**config.mk**
```make
export PLATFORM = sky130hd
export DESIGN_NAME = hpdmc_dqoe_seq
export DESIGN_NICKNAME = d
export VERILOG_FILES = /design/src/rtl/hpdmc_dqoe_seq.sv
export SDC_FILE = /design/constraint.sdc
export NUM_CORES = 1
export LEC_CHECK = 0
export ABC_AREA = 1
export CAP_MARGIN = 25
export CORE_ASPECT_RATIO = 0.7
export CORE_MARGIN = 2
export CORE_UTILIZATION = 44
export DETAILED_ROUTE_END_ITERATION = 10
export PLACE_DENSITY = 0.85
export RECOVER_POWER = 100
export REMOVE_ABC_BUFFERS = 1
export SLEW_MARGIN = 15
export SYNTH_ARGS = -nofsm -noshare
export SYNTH_HDL_FRONTEND = slang
export SYNTH_SLANG_ARGS = --single-unit
```
**constraint.sdc**
```tcl
create_clock -name sys_clk -period 1.5 [get_ports sys_clk]
set_clock_uncertainty 0.2 [all_clocks]
set_input_delay 0.225 -clock sys_clk [delete_from_list [all_inputs] [get_ports sys_clk]]
set_output_delay 0.225 -clock sys_clk [all_outputs]
set_load 0.01 [all_outputs]
```
**src/rtl/hpdmc_dqoe_seq.sv**
```systemverilog
// HPDMC data-path bus-direction sequencer: drives per-lane OBUFT tristate and DQM
// controls from read/write strobes, enforcing burst windows and read-to-write turnaround.
module hpdmc_dqoe_seq #(
   parameter int unsigned LANES     = 4,
   parameter int unsigned BURST_LEN = 4,
   parameter int unsigned CL        = 2
) (
   input  logic                         sys_clk,
   input  logic                         sdram_rst,
   input  logic                         write,
   input  logic                         read,
   input  logic [LANES*BURST_LEN-1:0]   wr_mask,
   output logic [LANES-1:0]             dq_t,
   output logic [LANES-1:0]             dqm_o,
   output logic                         write_ready,
   output logic                         read_ready,
   output logic                         busy,
   output logic                         err
);

   localparam int unsigned MASK_W = LANES * BURST_LEN;
   localparam int unsigned BEAT_W = (BURST_LEN > 1) ? $clog2(BURST_LEN) : 1;
   localparam int unsigned CNT_W  = $clog2(CL + BURST_LEN);
   localparam logic [BEAT_W-1:0] BEAT_LAST = BEAT_W'(BURST_LEN - 1);
   localparam logic [CNT_W-1:0]  CNT_LOAD  = CNT_W'(CL + BURST_LEN - 1);

   typedef enum logic [1:0] {
      S_IDLE  = 2'd0,
      S_WRITE = 2'd1,
      S_TURN  = 2'd2
   } state_e;

   state_e              state_q, state_d;
   logic [BEAT_W-1:0]   beat_q, beat_d;
   logic [CNT_W-1:0]    cnt_q, cnt_d;
   logic [MASK_W-1:0]   mask_q, mask_d;
   logic [LANES-1:0]    dq_t_q, dq_t_d;
   logic [LANES-1:0]    dqm_q, dqm_d;
   logic                err_q, err_d;
   logic                wr_acc, rd_acc;

   // Readiness decoded from state registers only
   assign write_ready = (state_q == S_IDLE)
                      || ((state_q == S_TURN)  && (cnt_q == '0))
                      || ((state_q == S_WRITE) && (beat_q == BEAT_LAST));
   assign read_ready  = (state_q == S_IDLE) || (state_q == S_TURN);
   assign busy        = (state_q != S_IDLE);

   // A simultaneous read is dropped; write is judged on its own
   assign wr_acc = write && write_ready;
   assign rd_acc = read && !write && read_ready;

   always_comb begin
      state_d = state_q;
      beat_d  = beat_q;
      cnt_d   = cnt_q;
      mask_d  = mask_q;
      dq_t_d  = dq_t_q;
      dqm_d   = dqm_q;
      err_d   = (write && !write_ready) || (read && !read_ready) || (read && write);

      case (state_q)
         S_IDLE: begin
            dq_t_d = '1;
            dqm_d  = '1;
         end
         S_WRITE: begin
            if (beat_q == BEAT_LAST) begin
               state_d = S_IDLE;
               dq_t_d  = '1;
               dqm_d   = '1;
            end else begin
               beat_d = beat_q + BEAT_W'(1);
               dq_t_d = '0;
               dqm_d  = mask_q[LANES-1:0];
               mask_d = mask_q >> LANES;
            end
         end
         S_TURN: begin
            dq_t_d = '1;
            dqm_d  = '0;
            if (cnt_q == '0) begin
               state_d = S_IDLE;
               dqm_d   = '1;
            end else begin
               cnt_d = cnt_q - CNT_W'(1);
            end
         end
         default: begin
            state_d = S_IDLE;
            dq_t_d  = '1;
            dqm_d   = '1;
         end
      endcase

      // Outputs register the next state's beat, so drive starts one cycle after accept
      if (wr_acc) begin
         state_d = S_WRITE;
         beat_d  = '0;
         dq_t_d  = '0;
         dqm_d   = wr_mask[LANES-1:0];
         mask_d  = wr_mask >> LANES;
      end else if (rd_acc) begin
         state_d = S_TURN;
         cnt_d   = CNT_LOAD;
         dq_t_d  = '1;
         dqm_d   = '0;
      end
   end

   always_ff @(posedge sys_clk) begin
      if (sdram_rst) begin
         state_q <= S_IDLE;
         beat_q  <= '0;
         cnt_q   <= '0;
         mask_q  <= '0;
         dq_t_q  <= '1;
         dqm_q   <= '1;
         err_q   <= 1'b0;
      end else begin
         state_q <= state_d;
         beat_q  <= beat_d;
         cnt_q   <= cnt_d;
         mask_q  <= mask_d;
         dq_t_q  <= dq_t_d;
         dqm_q   <= dqm_d;
         err_q   <= err_d;
      end
   end

   assign dq_t  = dq_t_q;
   assign dqm_o = dqm_q;
   assign err   = err_q;

endmodule

```
## Word level (Yosys, flattened, before mapping)

Index checks and enable logic that the tools add are counted.

| storage, ports and cells | value |
|---|---|
| flip-flop bits (word level) | 28 |
| logic and storage cells | 67 |
| output and inout bits | 12 |
| input bits | 20 |

| cells by class | value |
|---|---|
| reduce and logical (&&, ||, !) cells | 25 |
| equal/unequal tests | 10 |
| $add $sub $neg | 2 |
| mux-type cells | 21 |
| bitwise operators | 1 |

Operator list:

| kind | count |
|---|---|
| $mux 12 | 3 |
| $mux 4 | 8 |
| $mux 3 | 4 |
| $logic_and 1x1->1 | 8 |
| $pmux 4 s2 | 1 |
| $mux 2 | 3 |
| $ne 3x3->1 const B | 2 |
| $pmux 2 s3 | 1 |
| $reduce_and 3->1 | 2 |
| $logic_or 1x1->1 | 5 |
| $eq 2x2->1 const B | 2 |
| $ne 2x2->1 const B | 2 |
| $ne 4x3->1 const B | 1 |
| $ne 4x4->1 const B | 1 |
| $reduce_and 2->1 | 2 |
| $reduce_bool 2->1 | 2 |
| $logic_not 1->1 | 3 |
| $logic_not 3->1 | 1 |
| $ne 3x2->1 const B | 1 |
| $sub 3x1->3 const B | 1 |
| $add 2x1->2 const B | 1 |
| $eq 2x1->1 const B | 1 |
| $logic_not 2->1 | 1 |
| $reduce_or 2->1 | 1 |
| other kinds (2) | 2 |

## Longest topological paths before layout

| logic depth | value |
|---|---|
| depth after elaboration | 8 |
| depth in mapped cells | 10 |
| mapped depth without buffers | 10 |

## Worst setup path after synthesis

Ideal clock, no wire load.

| path | value |
|---|---|
| path kind | flip-flop to flip-flop |
| start point | register cnt_q[0] |
| end point | register dqm_q[0], in the netlist dqm_o[0] |
| path slack | -0.182 ns |
| clock period less this slack | 1.682 ns |
| stages on the path, launching flop included | 10 |
| required time | 1.174 ns |
| arrival | 1.356 ns |
| cell sequence | dfxtp_1 > inv_1 > ha_1 > ha_1 > nand2_1 > nand3_2 > nand2_4 > clkinv_1 > nand2_1 > nand3_1 |

| between the ends | value |
|---|---|
| word-level cells in the longest chain between the ends | 6 |

Ends and longest elaborated chain:

| element | RTL line | source |
|---|---|---|
| start: declaration | 35 | `logic [CNT_W-1:0] cnt_q, cnt_d;` |
| start signal: assignment | 123 | `cnt_q <= cnt_d;` |
| $logic_not 3->1 (*) | 44, 82 |  |
| parallel branches: the longest is 4 deep, another holds $mux 4 | - |  |
| $mux 4 (*) | 97 | `if (wr_acc) begin` |
| end signal: assignment | 126 | `dqm_q <= dqm_d;` |
| end: declaration | 38 | `logic [LANES-1:0] dqm_q, dqm_d;` |

Mark *: on every way between the ends.
A chain may end at the register's enable or synchronous reset.

## Final worst setup path

| path | value |
|---|---|
| start point | register state_q[0] |
| end point | register mask_q[1] |

| between the ends | value |
|---|---|
| word-level cells in the longest chain between the ends | 7 |

Ends and longest elaborated chain:

| element | RTL line | source |
|---|---|---|
| start: declaration | 33 | `state_e state_q, state_d;` |
| start signal: assignment | 121 | `state_q <= state_d;` |
| $eq 2x2->1 | 44 | `\|\| ((state_q == S_TURN) && (cnt_q == '0))` |
| $logic_and 1x1->1 | 44 |  |
| $logic_or 1x1->1 | 44 |  |
| $logic_or 1x1->1 | 45 | `\|\| ((state_q == S_WRITE) && (beat_q == BEAT_LAST));` |
| $logic_and 1x1->1 | 50 | `assign wr_acc = write && write_ready;` |
| $ne 2x2->1 (no source line) or $reduce_bool 2->1 (tied branches) | - |  |
| $reduce_and 2->1 (no source line) | - |  |
| end signal: assignment | 124 | `mask_q <= mask_d;` |
| end: declaration | 36 | `logic [MASK_W-1:0] mask_q, mask_d;` |

Several ways; a longest one is shown, not always the timed one.

==> summary.txt <==
Synthesis
  – Part of the Yosys area used for sequential elements: 37.8%
  – Yosys warning count: 0
  – Number of distinct library cell variants in the gate-level netlist after synthesis: 22
  – Number of instances in the synthesized netlist: 187
  – Post-synthesis average cell area: 7.08 sq um
  – Synthesized area: 1320 sq um
  – Post-synthesis register bit count: 25

STA
  – Summed negative setup slack over all endpoints: -5.85 ns
  – Worst setup margin: -0.318 ns
  – Number of setup violations in the final report: 28
  – Measured slew at the worst slew-check pin: 0.313 ns
  – Minimum clock period after layout: 1.82 ns
  – Final Hold Violating Endpoints: 0
  – Number of slew-limit violations in the final report: 0
  – Setup repair after global routing missed its margin: true
  – Hold slack: 0.281 ns
  – Maximum frequency from static timing analysis: 550 MHz
  – Final worst path period share: 121%
  – Worst max-slew margin expressed relative to the limit: 79.1%

Placement
  – Placement-stage worst setup slack: -0.484 ns
  – # port buffers: 31
  – Half-perimeter wire length after placement: 2350 microns
  – Placed inst area: 1800 sq um
  – Total placed cells including tap cells: 269
  – Final GP Congestion: 0.855

Clock tree
  – CTS Root Cell: sky130_fd_sc_hd__clkbuf_8
  – Total number of H-tree levels: 1
  – Clock tree from TritonCTS: yes
  – Buffer depth of the longest clock path: 2
  – Insertion delay of the later-clocked pin in the worst-skew pair: 0.28 ns
  – Number of buffers added by the clock tree synthesis step: 3
  – Total number of clock tree sinks: 25
  – Clock slew at the register clock pins of the worst setup and hold paths: 0.09 ns

Worst hold path
  – Terminating pin of the worst hold path: beat_q[1]
  – Number of cells on the worst hold path: 2
  – HP Class: reg -> reg
  – Startpoint of the most critical hold path: beat_q[1]

Finish
  – Diodes inserted: 0
  – Final standard cell area without fillers: 2340 sq um
  – Area used by sequential logic in the layout: 508 sq um
  – Synth-to-layout area growth: 76.7%
  – Footprint of the multi-input gates: 973 sq um
  – Number of standard cells in the layout, taps in and fillers out: 284
  – Most frequent cells in the layout: 24 x sky130_fd_sc_hd__nand2_1, 24 x sky130_fd_sc_hd__buf_4, 21 x sky130_fd_sc_hd__dfxtp_1
  – Number of inserted filler cells in the final layout: 164
  – Fraction of layout instances using a drive strength above 1: 45.2%
  – Count of nets after finishing: 277
  – Final cell utilization of the core: 82.8%

Critical path
  – R2R depth: 9
  – Crit start category: flip-flop
  – R2R Setup Slk: -0.32 ns
  – Terminus of the critical flop-to-flop path: mask_q[1]
  – Kind of end point of the critical path: flip-flop
  – Critical register-to-register path startpoint: state_q[0]
  – Critical path arrival: 1.82 ns
  – Classification of the worst setup path: reg -> reg
  – Critical Path RT: 1.50 ns
  – CP Max Fanout: 5

Global routing
  – GRT met2 Usage: 45.0%
  – Global routing met3 resource utilization: 6.75%
  – Met1 global-route usage: 33.6%
  – Aggregate global-route resource usage: 26.7%
  – Top Usage Layer GRT: met2
  – Total congestion overflow: 0
  – Number of antenna violations at the first check in global routing: 0
  – First-pass GRT wire length: 7220 microns
  – Pin count of the biggest net entering global routing: 16
  – Number of global-route vias before repair: 1472

Detailed routing
  – Overall routed net length: 5520 microns
  – DR vias: 1605
  – Final routed wire length divided by cell count: 19.5 microns
  – DRT antenna net count: 0
  – Initial DRC Count: 183
  – First-pass iteration count of the detailed router: 5
  – Number of remaining DRC errors: 0
  – Via count normalized by instance count: 5.65

Power and ir drop
  – Internal Power: 1.25 mW
  – Worst vdd rail ir drop: 584 uV
  – Switching power share of the total: 34.1%
  – Clock Power Share: 21.8%
  – Pwr/cell area: 813 nW/um^2
  – Portion of total power attributed to combinational logic: 38.4%
  – Net Switching: 0.649 mW
  – Final Power: 1.90 mW
  – Reported leakage power: 1.01 nW
  – Sequential group share of total power: 39.8%

Floorplan
  – Initial Util: 46.9%
  – Row cnt: 16
  – Die outline height: 49.9 microns
  – Die boundary width: 69.6 microns
  – Die Footprint: 3470 sq um
  – Area of the core: 2820 sq um
  – Number of I/O pins: 32

Job
  – Max-cap violations: 0

Run status
  – Run status: complete, but fails checks
  – Failing checks: setup timing
[kinds of logic (layout without fill, tap and decap cells)]
group	Yosys count	in the layout	synth area share [%]
AO/OA/AOI/OAI	25	25	10.7
XOR/XNOR	2	2	1.32
buffers and inverters	36	97	12.9
flip-flops	25	25	37.8
AND/OR/NAND/NOR	91	91	29.8
adder cells (fa/ha/maj)	8	8	7.56
[worst max-delay path by stage]
stage | startpoint | end
5_1_grt | cnt_q[1] | mask_q[1]
3_5_place_dp | cnt_q[0] | write_ready
2_1_floorplan | cnt_q[0] | dqm_o[0]
3_3_place_gp | cnt_q[0] | write_ready
4_1_cts | cnt_q[1] | write_ready
6_report | state_q[0] | mask_q[1]
[synth_stat cells]
| master | number | area (sq um) |
|---|---|---|
| sky130_fd_sc_hd__buf_2 | 1 | 5.00 |
| sky130_fd_sc_hd__o211ai_1 | 4 | 30.0 |
| sky130_fd_sc_hd__nor3_1 | 1 | 5.00 |
| sky130_fd_sc_hd__nand2_1 | 49 | 184 |
| sky130_fd_sc_hd__buf_4 | 7 | 52.6 |
| sky130_fd_sc_hd__nand3_1 | 25 | 125 |
| sky130_fd_sc_hd__xnor2_1 | 1 | 8.76 |
| sky130_fd_sc_hd__clkinv_1 | 1 | 3.75 |
| sky130_fd_sc_hd__nand3_2 | 2 | 20.0 |
| sky130_fd_sc_hd__ha_1 | 8 | 100 |
| sky130_fd_sc_hd__a21oi_1 | 17 | 85.1 |
| sky130_fd_sc_hd__clkbuf_1 | 2 | 7.51 |
| sky130_fd_sc_hd__o21ai_0 | 1 | 5.00 |
| sky130_fd_sc_hd__a211oi_1 | 1 | 7.51 |
| sky130_fd_sc_hd__inv_1 | 24 | 90.1 |
| sky130_fd_sc_hd__a31oi_1 | 1 | 6.26 |
| sky130_fd_sc_hd__buf_6 | 1 | 11.3 |
| sky130_fd_sc_hd__nand2_4 | 1 | 11.3 |
| sky130_fd_sc_hd__o21bai_1 | 1 | 7.51 |
| sky130_fd_sc_hd__dfxtp_1 | 25 | 500 |
| sky130_fd_sc_hd__nor2_1 | 13 | 48.8 |
| sky130_fd_sc_hd__xor2_1 | 1 | 8.76 |
[sequential cells by signal, summed over array words and instances (netlist names)]
| signal | cells |
|---|---|
| mask_q | 12 |
| dq_t | 1 |
| beat_q | 2 |
| state_q | 2 |
| dqm_o | 4 |
| err | 1 |
| cnt_q | 3 |
[power groups by stage]
stage / clock network, mW / logic (mW) / registers [mW]
detailed placement: 0 / 0.460 / 0.762
global route: 0.452 / 0.769 / 0.762
finish: 0.414 / 0.730 / 0.757
global placement: 0 / 0.451 / 0.759
floorplan: 0 / 0.203 / 0.772
CTS: 0.405 / 0.577 / 0.747
[worst max-delay path, cell delays in order, from the launching register on]
cell	delay, ns
sky130_fd_sc_hd__dfxtp_2	0.36
sky130_fd_sc_hd__buf_4	0.15
sky130_fd_sc_hd__ha_4	0.15
sky130_fd_sc_hd__inv_1	0.10
sky130_fd_sc_hd__nor2_4	0.23
sky130_fd_sc_hd__buf_6	0.16
sky130_fd_sc_hd__nand2_1	0.05
sky130_fd_sc_hd__nand2_1	0.09
sky130_fd_sc_hd__nand2_1	0.08
sky130_fd_sc_hd__a21oi_1	0.18
[layout make-up]
| cell class | instances | share of cell area, % |
|---|---|---|
| tap | 36 | 1.93 |
| timing repair inverter | 1 | 0.696 |
| sequential | 25 | 21.7 |
| inverter | 25 | 4.98 |
| timing repair buffer | 67 | 27.1 |
| multi-input combinational | 126 | 41.6 |
| clock buffer | 4 | 1.93 |
[what timing repair did]
action,in CTS,in global routing
hold buffers,0,0
pin swaps,10,20
gates cloned,3,0
endpoints found under the setup margin,37,28
resized for setup,90,48
buffers inserted,5,4
[layer usage]
layer,part of all wire [%],vias to the layer above
met5,0,-
met4,3.5,0
li1,-,712
met2,46,125
met3,9.5,27
met1,41,741
No activity file was read; power rests on OpenSTA's default activity.
==> variant 1 (same settings) <==
Set the parameter `LANES` to 3 (it was 4).
--- a/src/rtl/hpdmc_dqoe_seq.sv
+++ b/src/rtl/hpdmc_dqoe_seq.sv
@@ -1,7 +1,7 @@
 // HPDMC data-path bus-direction sequencer: drives per-lane OBUFT tristate and DQM
 // controls from read/write strobes, enforcing burst windows and read-to-write turnaround.
 module hpdmc_dqoe_seq #(
-   parameter int unsigned LANES     = 4,
+   parameter int unsigned LANES     = 3,
    parameter int unsigned BURST_LEN = 4,
    parameter int unsigned CL        = 2
 ) (
Ports: changed (resized dq_t, dqm_o and wr_mask); port bits go from 32 to 26. The function was not compared with the original's and may differ.
==> variant 1 against the original RTL <==
The run still ends with negative setup slack left. Wire length decreased by 5.2%. Final area is 11% lower. Setup slack got worse by 13 ps. Hold slack gained 13 ps. Non-clock buffer count decreased by 11. Core utilization up 1.2 points. Sequential cell count decreased by 4. Synthesized area down 13%. Synthesized cell count down 16%. Total power grew 17%. Largest cell class unchanged.
==> variant 1: results (changes against the original RTL) <==
Parameter                              Value

Outcome
  Run status    complete, but fails checks
  Failing checks    negative setup slack

Route
  Met1 wire length    1.91 mm (-16%)
  Routed length on met3    637 um (+22%)
  Detailed Route Iter0 Violations    156 (-15%)
  Final routed wirelength across all metal layers    5.24 mm (-5.2%)

Critical path
  Launch point of the worst path    cnt_q[1]
  Highest cell delay on the worst timing path    340 ps (-20 ps)
  Capture point of the critical path    state_q[1]
  R2R cell count    10 (+1)

Global routing
  First-pass GRT wire length    6.61 mm (-8.5%)
  Maximum number of pins on one net before global-route repair    13 (-3)
  Global-route met3 utilization    8.63% (+1.9 points)
  Grt met1 use    33.8% (+0.20 points)
  Vias in the first global route    1403 (-4.7%)

Min path
  Hold Startpoint    mask_q[6]

Logic synthesis
  Top cells by area in the synthesized netlist    dfxtp_1, nand3_1, nand2_1, ha_1, inv_1
  Share of synthesized cell area in full adder, half adder and majority cells    7.61% (+0.047 points)
  Instance count of the mapped netlist    158 (-16%)
  Synth cell count leaders    nand2_1, nand3_1, dfxtp_1
  Sequential cell area fraction in the yosys report    36.5% (-1.3 points)

Final layout
  Layout cell share with drive strength beyond 1    48.3% (+3.2 points)
  Flip-flop count of the largest register, all copies and words added    9 (-3)

STA
  Minimum setup slack in the final design    -331 ps (-13.4 ps)
  Setup-failing EPs final    24 (-14%)
  Sum of negative setup slack    -4500 ps (+1350 ps)

Placed design
  Dpl cell area    0.00158 mm^2 (-12%)
  Hpwl dp    2.30 mm (-1.9%)
  # placed instances    233 (-13%)

Pwr
  Max IR drop VDD    0.735 mV (+26%)
  Static power due to leakage    0.848 nW (-16%)
## variant 1: changes by cell type after synthesis, sizes merged, moves of 2 or more
cell / before / now
o21ai: 1 / 4
nand2: 50 / 39
a21oi: 17 / 14
buf: 9 / 7
nand3: 27 / 37
o211ai: 4 / 0
inv: 24 / 19
dfxtp: 25 / 21
nor2: 13 / 4
## variant 1: timing repair
item	4_1_cts	5_1_grt
buffers inserted	4	3
pin swaps	11	11
gates resized for setup	69	43
cloned	2	0
endpoints found under the setup margin	31	24
## variant 1: cell type report
type | instances | area, um^2 | area share (%)
clock inverters | 1 | 5.00 | 0.240
well taps | 34 | 42.5 | 2.04
inverters | 19 | 78.8 | 3.78
multi-input cells | 111 | 962 | 46.2
clock buffers | 3 | 41.3 | 1.98
repair buffers | 56 | 523 | 25.1
flip-flops and latches | 21 | 430 | 20.7
## variant 1: report_power, final
part           internal [mW]  leakage, nW  switching [mW]
Sequential             0.632        0.175          0.0653
Combinational          0.522        0.647           0.616
Clock                  0.186       0.0255           0.203
==> variant 2 (config.mk and constraints unchanged) <==
Without the edit above. The 3 states of `state_e` get a one-hot encoding in 3 bits.
--- a/src/rtl/hpdmc_dqoe_seq.sv
+++ b/src/rtl/hpdmc_dqoe_seq.sv
@@ -24,10 +24,10 @@
    localparam logic [BEAT_W-1:0] BEAT_LAST = BEAT_W'(BURST_LEN - 1);
    localparam logic [CNT_W-1:0]  CNT_LOAD  = CNT_W'(CL + BURST_LEN - 1);
 
-   typedef enum logic [1:0] {
-      S_IDLE  = 2'd0,
-      S_WRITE = 2'd1,
-      S_TURN  = 2'd2
+   typedef enum logic [2:0] {
+      S_IDLE  = 3'b001,
+      S_WRITE = 3'b010,
+      S_TURN  = 3'b100
    } state_e;
 
    state_e              state_q, state_d;
Function: same outputs for any inputs over 10 cycles, from zero or initial values and one cycle with sdram_rst high; not proved beyond that.
==> variant 2 against the original RTL <==
The run still ends with negative setup slack left. Cell count down 2.8%. Sequential cell count up 1. Total power increased by 2.0%. Setup slack better by 140 ps. Synthesized area increased by 0.85%. Final area is 10% lower. First-iteration DRC count fell by 77%. Wire length is 37% lower. Largest power group unchanged.
==> variant 2: results (changes against the original RTL) <==
Parameter                              Value

Critical path
  Maximum net fanout on the critical path    7 (+2)
  Arrival time at the worst endpoint    1690 ps (-130 ps)
  Critical R2R Launch    cnt_q[0]
  CP Class    reg -> reg
  R2R cell count    12 (+3)

Global routing
  Maximum number of pins on one net before global-route repair    18 (+2)
  Vias in the first global route    1300 (-12%)
  First-pass GRT wire length    5.65 mm (-22%)
  Aggregate global-route resource usage    20.4% (-6.3 points)

Clock network
  CTS Root Cell    clkbuf_8
  Maximum root-to-sink buffer count    2 (unchanged)

Logic synthesis
  Number of distinct standard cells referenced by the synthesized netlist    28 (+27%)
  Synth cell count leaders    nand2_1, nand3_1, dfxtp_1
  Top cells by area in the synthesized netlist    dfxtp_1, nand2_1, nand3_1, a21oi_1, inv_1
  Instance count of the mapped netlist    183 (-2.1%)
  Share of flip-flops with an asynchronous set or reset after synthesis    0% (unchanged)

Placed design
  Hpwl dp    2.35 mm (+0.21%)
  # placed instances    268 (-0.37%)
  Routability cong.    0.826 (-3.4%)

Pwr
  Static power due to leakage    0.922 nW (-8.5%)
  Share of power burned in registers    41.8% (+2.0 points)
  Max IR drop VDD    0.560 mV (-4.1%)
  Cell-internal power    1.33 mW (+6.5%)

Route
  Vias per cell    5.07 (-10%)
  Detailed Route Iter0 Violations    43 (-77%)
  Number of search-and-repair iterations in the first detailed-routing pass    4 (-1)
  Final routed wirelength across all metal layers    3.46 mm (-37%)

STA
  Minimum setup slack in the final design    -178 ps (+139 ps)
  Worst slew margin relative to its limit    80.7% (+1.6 points)
  Setup-failing EPs final    27 (-3.6%)

Final layout
  Number of non-filler instances in the completed layout    276 (-2.8%)
  Layout cell share with drive strength beyond 1    38.8% (-6.4 points)
  Post-layout net count    264 (-4.7%)

Min path
  Hold Startpoint    beat_q[1]
  Type of the worst min-delay path    reg -> reg

Outcome
  Run status    complete, but fails checks
  Failing checks    negative setup slack
-- variant 2: changes by cell type after synthesis, moves of 2 or more --
cell | unedited run | this run
a21oi_2 | 0 | 2
buf_2 | 1 | 3
buf_4 | 7 | 3
buf_6 | 1 | 3
ha_1 | 8 | 3
inv_1 | 24 | 17
inv_2 | 0 | 4
nand2_1 | 49 | 45
nand2_2 | 0 | 2
nand3_1 | 25 | 31
nand3_2 | 2 | 4
nor2_1 | 13 | 6
o211ai_1 | 4 | 0
o21ai_0 | 1 | 5
-- variant 2: cell families (layout without fill, tap and decap cells) --
logic type,count (synthesis),count (layout),share of synthesized area (%)
AO/OA/AOI/OAI,25,25,10.7
flip-flops,26,26,39.0
AND/OR/NAND/NOR,94,94,33.4
XOR/XNOR,2,2,1.87
adder cells (fa/ha/maj),3,3,2.81
buffers and inverters,33,90,12.3
-- variant 2: path summary, 6_finish.rpt --
path          endpoint  slack (ps)
max          mask_q[3]        -180
min          beat_q[1]         270
max reg2reg  mask_q[3]        -180
min reg2reg  beat_q[1]         270
-- variant 2: repair_timing --
action | CTS | global route
buffers inserted | 4 | 1
resized for setup | 48 | 29
pin swaps | 2 | 6
endpoints found under the setup margin | 37 | 29
-- variant 2: routing by layer --
layer	global-route usage, %	up-vias	wire (um)
li1	-	708	-
met1	23.4	638	1430
met2	37.0	47	1800
met3	4.50	6	183
met4	8.33	0	43
met5	0	-	0
-- variant 2: final cells by class --
| class | count | area (um^2) |
|---|---|---|
| clock buffer | 4 | 55.1 |
| fill | 216 | 747 |
| inverter | 22 | 87.6 |
| multi-input combinational | 124 | 805 |
| sequential | 26 | 529 |
| tap | 36 | 45.0 |
| timing repair buffer | 64 | 574 |
-- variant 2: worst max-delay path, cell delays in order, from the launching register on --
cell and delay [ps]:
dfxtp_2 330, inv_2 80, ha_4 130, inv_2 40
nor2_4 90, nand3_2 80, nand3_2 90, buf_6 130
nand2_8 70, buf_6 150, nand2_1 70, nand2_2 60
a21oi_2 110
-- variant 2: stage by stage --
| stage | worst slack (ps) | TNS, ps | instance area (um^2) | hold slack, ps |
|---|---|---|---|---|
| after CTS | -185 | -3520 | 2000 | 274 |
| after floorplan | -285 | -5180 | 1260 | 87.4 |
| after global placement | -275 | -5200 | 1840 | 253 |
| final | -178 | -3350 | 2100 | 274 |
| after global routing | -262 | -5670 | 2100 | 313 |
| after detailed placement | -328 | -7030 | 1840 | 261 |
-- variant 2: power by group through the flow --
| stage | logic, mW | clock network (mW) | registers [mW] |
|---|---|---|---|
| after CTS | 0.612 | 0.467 | 0.807 |
| after detailed placement | 0.576 | 0 | 0.817 |
| after floorplan | 0.253 | 0 | 0.824 |
| final | 0.672 | 0.457 | 0.810 |
| after global routing | 0.737 | 0.498 | 0.819 |
| after global placement | 0.563 | 0 | 0.813 |
